==> config.mk <==
export PLATFORM = sky130hd
export DESIGN_NAME = mac_accum_flat
export DESIGN_NICKNAME = d
export VERILOG_FILES = /design/src/rtl/mac_accum_if.sv /design/src/rtl/mac_accum.sv /design/src/flat_wrapper.sv
export SDC_FILE = /design/constraint.sdc
export NUM_CORES = 1
export LEC_CHECK = 0
export ABC_AREA = 1
export BUFFER_PORTS_ARGS = -buffer_cell sky130_fd_sc_hd__buf_2
export CAP_MARGIN = 30
export CORE_MARGIN = 2
export CORE_UTILIZATION = 30
export CTS_CLUSTER_DIAMETER = 80
export DETAILED_ROUTE_END_ITERATION = 10
export SLEW_MARGIN = 20
export SYNTH_ARGS = -nofsm -noshare
export SYNTH_HDL_FRONTEND = slang
export SYNTH_SLANG_ARGS = --single-unit
==> constraint.sdc <==
create_clock -name clk -period 8.1 [get_ports clk]
set_input_delay 1.62 -clock clk [delete_from_list [all_inputs] [get_ports clk]]
set_output_delay 1.62 -clock clk [all_outputs]
set_load 0.01 [all_outputs]
==> src/rtl/mac_accum_if.sv <==
// Product-in / result-out bundle between the two-lane multiplier and mac_accum.
interface mac_accum_if #(
    parameter int WIDTH     = 32,
    parameter int ACC_WIDTH = 64
);
    logic                        go_T;
    logic signed [WIDTH-1:0]     in0;
    logic                        in0_v;
    logic signed [WIDTH-1:0]     in1;
    logic                        in1_v;
    logic signed [ACC_WIDTH-1:0] sum;
    logic                        done_T;
    logic                        busy;
    logic                        err;
    logic                        sat;

    modport master (
        output go_T, in0, in0_v, in1, in1_v,
        input  sum, done_T, busy, err, sat
    );

    modport slave (
        input  go_T, in0, in0_v, in1, in1_v,
        output sum, done_T, busy, err, sat
    );
endinterface

==> src/rtl/mac_accum.sv <==
// Two-lane signed accumulator: sums LEN products per go_T and pulses done_T with the result.
// Define MAC_ACCUM_SAT_EN for saturating additions; otherwise additions wrap.
module mac_accum #(
    parameter int WIDTH     = 32,
    parameter int ACC_WIDTH = 64,
    parameter int LEN       = 4
) (
    input logic        clk,
    input logic        reset,
    mac_accum_if.slave bus
);
    localparam int            CW    = $clog2(LEN + 1);
    localparam logic [CW-1:0] LEN_C = CW'(LEN);

    typedef enum logic [1:0] {IDLE, ACCUM, DONE} state_t;

    state_t                      state_q, state_d;
    logic signed [ACC_WIDTH-1:0] acc_q, acc_d;
    logic signed [ACC_WIDTH-1:0] sum_q, sum_d;
    logic [CW-1:0]               cnt_q, cnt_d;
    logic                        err_q, err_d;
    logic                        sat_q, sat_d;
    logic                        accept;
    logic                        complete;
    logic [ACC_WIDTH:0]          add0, add1;

    function automatic logic signed [ACC_WIDTH-1:0] ext(input logic signed [WIDTH-1:0] x);
        return ACC_WIDTH'(x);
    endfunction

    // Returns {clamped, result}; the clamp bit is only ever set in the saturating build.
    function automatic logic [ACC_WIDTH:0] acc_add(input logic signed [ACC_WIDTH-1:0] a,
                                                   input logic signed [ACC_WIDTH-1:0] b);
        logic signed [ACC_WIDTH-1:0] s;
        s = a + b;
`ifdef MAC_ACCUM_SAT_EN
        if ((a[ACC_WIDTH-1] == b[ACC_WIDTH-1]) && (s[ACC_WIDTH-1] != a[ACC_WIDTH-1])) begin
            return a[ACC_WIDTH-1] ? {1'b1, 1'b1, {(ACC_WIDTH-1){1'b0}}}
                                  : {1'b1, 1'b0, {(ACC_WIDTH-1){1'b1}}};
        end
`endif
        return {1'b0, s};
    endfunction

    always_comb begin
        acc_d    = acc_q;
        sum_d    = sum_q;
        cnt_d    = cnt_q;
        err_d    = err_q;
        sat_d    = sat_q;
        add0     = '0;
        add1     = '0;
        complete = 1'b0;
        accept   = bus.go_T || (state_q == ACCUM);
        if (bus.go_T) begin
            acc_d = '0;
            sum_d = '0;
            cnt_d = '0;
            err_d = 1'b0;
            sat_d = 1'b0;
        end
        if (accept) begin
            if (bus.in0_v) begin
                add0  = acc_add(acc_d, ext(bus.in0));
                acc_d = add0[ACC_WIDTH-1:0];
                sat_d = sat_d | add0[ACC_WIDTH];
                cnt_d = cnt_d + CW'(1);
            end
            // in1 arriving after in0 already completed the run is dropped
            if (bus.in1_v) begin
                if (cnt_d == LEN_C) begin
                    err_d = 1'b1;
                end else begin
                    add1  = acc_add(acc_d, ext(bus.in1));
                    acc_d = add1[ACC_WIDTH-1:0];
                    sat_d = sat_d | add1[ACC_WIDTH];
                    cnt_d = cnt_d + CW'(1);
                end
            end
            complete = (cnt_d == LEN_C);
            if (complete) begin
                sum_d = acc_d;
            end
        end else if (bus.in0_v || bus.in1_v) begin
            err_d = 1'b1;
        end
    end

    always_comb begin
        state_d = state_q;
        if (complete) begin
            state_d = DONE;
        end else if (accept) begin
            state_d = ACCUM;
        end else begin
            state_d = IDLE;
        end
    end

    always_comb begin
        bus.sum    = sum_q;
        bus.done_T = (state_q == DONE);
        bus.busy   = (state_q == ACCUM);
        bus.err    = err_q;
        bus.sat    = sat_q;
    end

    always_ff @(posedge clk) begin
        if (reset) begin
            state_q <= IDLE;
        end else begin
            state_q <= state_d;
        end
    end

    always_ff @(posedge clk) begin
        if (reset) begin
            acc_q <= '0;
            sum_q <= '0;
            cnt_q <= '0;
            err_q <= 1'b0;
            sat_q <= 1'b0;
        end else begin
            acc_q <= acc_d;
            sum_q <= sum_d;
            cnt_q <= cnt_d;
            err_q <= err_d;
            sat_q <= sat_d;
        end
    end
endmodule
==> src/flat_wrapper.sv <==
// flat-port wrapper written by rule: the top's interface ports become plain ports
module mac_accum_flat 
#(
    parameter int WIDTH     = 32,
    parameter int ACC_WIDTH = 64,
    parameter int LEN       = 4
)
  (clk, reset, bus_go_T, bus_in0, bus_in0_v, bus_in1, bus_in1_v, bus_sum, bus_done_T, bus_busy, bus_err, bus_sat);
  mac_accum_if #(.WIDTH(WIDTH), .ACC_WIDTH(ACC_WIDTH)) bus_i ();
  input logic clk;
  input logic reset;
  input wire logic [$bits(bus_i.go_T)-1:0] bus_go_T;
  input wire logic [$bits(bus_i.in0)-1:0] bus_in0;
  input wire logic [$bits(bus_i.in0_v)-1:0] bus_in0_v;
  input wire logic [$bits(bus_i.in1)-1:0] bus_in1;
  input wire logic [$bits(bus_i.in1_v)-1:0] bus_in1_v;
  output wire logic [$bits(bus_i.sum)-1:0] bus_sum;
  output wire logic [$bits(bus_i.done_T)-1:0] bus_done_T;
  output wire logic [$bits(bus_i.busy)-1:0] bus_busy;
  output wire logic [$bits(bus_i.err)-1:0] bus_err;
  output wire logic [$bits(bus_i.sat)-1:0] bus_sat;
  assign bus_i.go_T = bus_go_T;
  assign bus_i.in0 = bus_in0;
  assign bus_i.in0_v = bus_in0_v;
  assign bus_i.in1 = bus_in1;
  assign bus_i.in1_v = bus_in1_v;
  assign bus_sum = bus_i.sum;
  assign bus_done_T = bus_i.done_T;
  assign bus_busy = bus_i.busy;
  assign bus_err = bus_i.err;
  assign bus_sat = bus_i.sat;
  mac_accum #(.WIDTH(WIDTH), .ACC_WIDTH(ACC_WIDTH), .LEN(LEN)) u_core (.clk(clk), .reset(reset), .bus(bus_i));
endmodule
==> impl_results.md <==
- Reg2Reg Setup Slack: 3.06 ns
- Total Routing Usage GR: 0.232
- Critical path class: in -> reg
- Chip width: 237 microns
- Reg2reg end: u_core.bus.sum[40]
- CTS tree: built
- Pre-CTS WS: 1.31 ns
- Hold path depth: 2
- First-pass GRT wire length: 100 mm
- Pwr Total: 0.00308 W
- RSZ-0062 raised after global routing: false
- Wire length per cell: 18.0 microns
- Insertion delay of the later-clocked pin in the worst-skew pair: 0.45 ns
- Arrival time worst endpoint: 6.86 ns
- Num CTS Buffers: 17
- Dpl cell area: 0.0176 sq mm
- Clock Tree Buf Depth: 2
- WL final: 66.7 mm
- Share of layout cells above drive strength 1: 0.0957
- Initial antenna violation count: 2
- Post-DP HPWL: 55.5 mm
- Internal power: 0.00161 W
- Cell Pwr Density: 169 mW/mm^2
- Worst-path clk slew: 0.07 ns
- Die ar.: 0.0563 sq mm
- Sequential power share: 0.252
- Syn_area_per_cell: 5.65 sq um
- Worst r2r src: u_core.acc_q[8]
- Worst vdd ir: 0.120 mV
- CP required: 8.50 ns
- Routed Antenna Nets: 0
- Comb power frac: 0.493
- Switch share: 0.476
- P_sw: 0.00147 W
- Slew Viols, Final: 0
- Worst r2r path cells: 26
- Worst Hold Class: reg -> reg
- Status: finished clean
- H-tree depth: 4
- Leading cell type in the layout, fill and taps excluded: nand2_1
- CP max FO: 87
- Final Non-Filler Cells: 3696
- Vias in the first global route: 17096
- TNS Setup: 0 ns
- Minimum clock period: 6.46 ns
- Initial Utilization: 0.303
- Largest cells by area after synthesis: nand2_1 (20%), dfxtp_1 (16%), inv_1 (9.8%)
- Final Hold Viols: 0
- DRC Markers: 0
- Pre-antenna DRT Iters: 6
- Fmax: 155 MHz
- Syn Nets: 3067
- Clock Power Share: 0.255
- Top_reg_cell synth: dfxtp_1
- I/O Buffers: 135
- Seq/Total Area, Yosys: 0.164
- Fin nets: 3164
- Yosys cell types: 57
- CP max stage delay: 0.57 ns
- Mapped Area: 0.0163 sq mm
- Most used cell along the critical path: nand2_1
- Hold_sp: u_core.bus.sum[48]
- Asr flop ratio synth: 0
- Fillers: 6174
- Critical Path Start Type: primary input
- Chip height: 237 microns
- Headroom to the max-slew limit: 0.360
- Cell taking the most area after synthesis: nand2_1
- Root Driver: clkbuf_16
- Grt ovf: 0
- Antenna Cells: 0
- Area grow syn2layout: 11.8%
- Setup violations, final: 0
- Post-synth top area share: 0.196
- Largest net degree at the start of global routing: 102
- Crit share post-route: 0.798
- Worst setup EP type: flop
- Max stage delay cell, worst path: o21ai_0
- Max Clock Skew: 0.0128 ns
- Hold_buf cts: 0
- CTS-repair resized insts: 0
- Core ar.: 0.0538 sq mm
- FP Rows: 85
- Yosys synthesis warning count: 0
- RePlAce Congestion: 1.02
- Worst Hold End: u_core.bus.sum[48]
- Postcts setup bufs: 0
- Seq cells post-synth: 134
- CTS sink count: 134
- Footprint of the multi-input gates: 0.0116 sq mm
- Fin area: 0.0183 sq mm
- Worst-margin pin slew: 0.949 ns
- Number of synthesized flops with an enable pin: 0
- Most frequent cells in the layout: nand2_1 (854), inv_1 (426), nor2_1 (278), a21oi_1 (195), o21ai_0 (194)
- Leak: 9.96 nW
- Dpl cells: 3663
- Post-DR vias/cell: 5.04
- Via count: 18630
- Fin worst setup slack: 1.64 ns
- DRT iter0 DRCs: 1685
- Reg area: 0.00268 sq mm
- Cell count after synthesis: 2890
- Io pins: 137
- Max Cap Violations: 0
## power groups by stage
| stage | Combinational, W | Clock (W) | Sequential (W) |
|---|---|---|---|
| final | 0.00152 | 0.000784 | 0.000776 |
| after detailed placement | 0.00147 | 0 | 0.000786 |
| after CTS | 0.00148 | 0.000794 | 0.000772 |
| after global routing | 0.00167 | 0.000823 | 0.000779 |
| after floorplan | 0.00103 | 0 | 0.000769 |
| after global placement | 0.00148 | 0 | 0.000787 |
## cells by family after synthesis
kind of cell	count (synthesis)	share of synthesized area
buffers and inverters	524	0.126
AND/OR/NAND/NOR	1419	0.363
adder cells (fa/ha/maj)	108	0.0833
AO/OA/AOI/OAI	609	0.212
flip-flops	134	0.164
XOR/XNOR	95	0.0510
other	1	0.000230
## critical path: cells and delay by family
kind                       cells  cell delay [ns]
AOI/OAI and AO/OA              6             1.56
xor gates and xnor gates       2             0.37
adders and majority gates      2             0.54
buffers and inverters          5             0.83
and+or+nand+nor               15             1.86
## area by class of cell
cell class | instances | share of cell area
multi-input combinational | 2232 | 0.635
sequential | 134 | 0.147
clock buffer | 18 | 0.0241
clock inverter | 14 | 0.00740
timing repair buffer | 150 | 0.0455
tap | 696 | 0.0477
inverter | 452 | 0.0933
## routing by layer
layer | up-vias | wire (microns) | global-route usage | part of all wire
met5 | - | 0 | 0 | 0
met4 | 0 | 1900 | 0.0734 | 0.028
met3 | 86 | 4390 | 0.0264 | 0.066
met2 | 655 | 28300 | 0.357 | 0.42
met1 | 8406 | 32100 | 0.338 | 0.48
li1 | 9483 | - | - | -
## sequential cells by signal, indices dropped and copies added, names as in the netlist
signal          count
u_core.state_q      2
u_core.bus.sum     64
u_core.acc_q       64
u_core.cnt_q        3
u_core.bus.err      1
## metrics by stage
stage                     hold slack, ns  utilization
final                              0.451        0.339
after CTS                          0.454        0.339
after global placement             0.436        0.327
after floorplan                    0.453            -
after global routing               0.469        0.339
after detailed placement           0.439        0.328
## Yosys cell counts, types with 6 or more instances
cell type,number
o21a_1,18
nand3_2,11
nor3_1,24
inv_1,428
nor4_1,6
xnor2_1,26
inv_2,22
o211ai_1,13
nand2_2,22
o21bai_1,30
nand3_1,155
a21o_1,27
xor2_1,69
and2_1,17
clkbuf_1,50
dfxtp_1,134
ha_1,107
buf_1,9
a31oi_1,26
nor2_1,279
nand4_1,14
o21ai_0,194
nor2_4,6
a21oi_1,195
nor2_2,19
a21boi_0,11
o21ai_1,63
nand2_1,854
## worst max-delay path by stage
stage | startpoint | end | slack, ns | depth (start not counted)
3_3_place_gp | bus_go_T | u_core.bus.sum[40] | 1.17 | 30
3_5_place_dp | bus_go_T | u_core.bus.sum[40] | 1.31 | 30
2_1_floorplan | bus_go_T | u_core.acc_q[59] | 2.28 | 32
5_1_grt | bus_go_T | u_core.bus.sum[50] | 1.17 | 32
4_1_cts | bus_go_T | u_core.bus.sum[38] | 1.77 | 29
6_report | bus_go_T | u_core.bus.sum[40] | 1.64 | 30
Power figures use the tool's default switching activity.
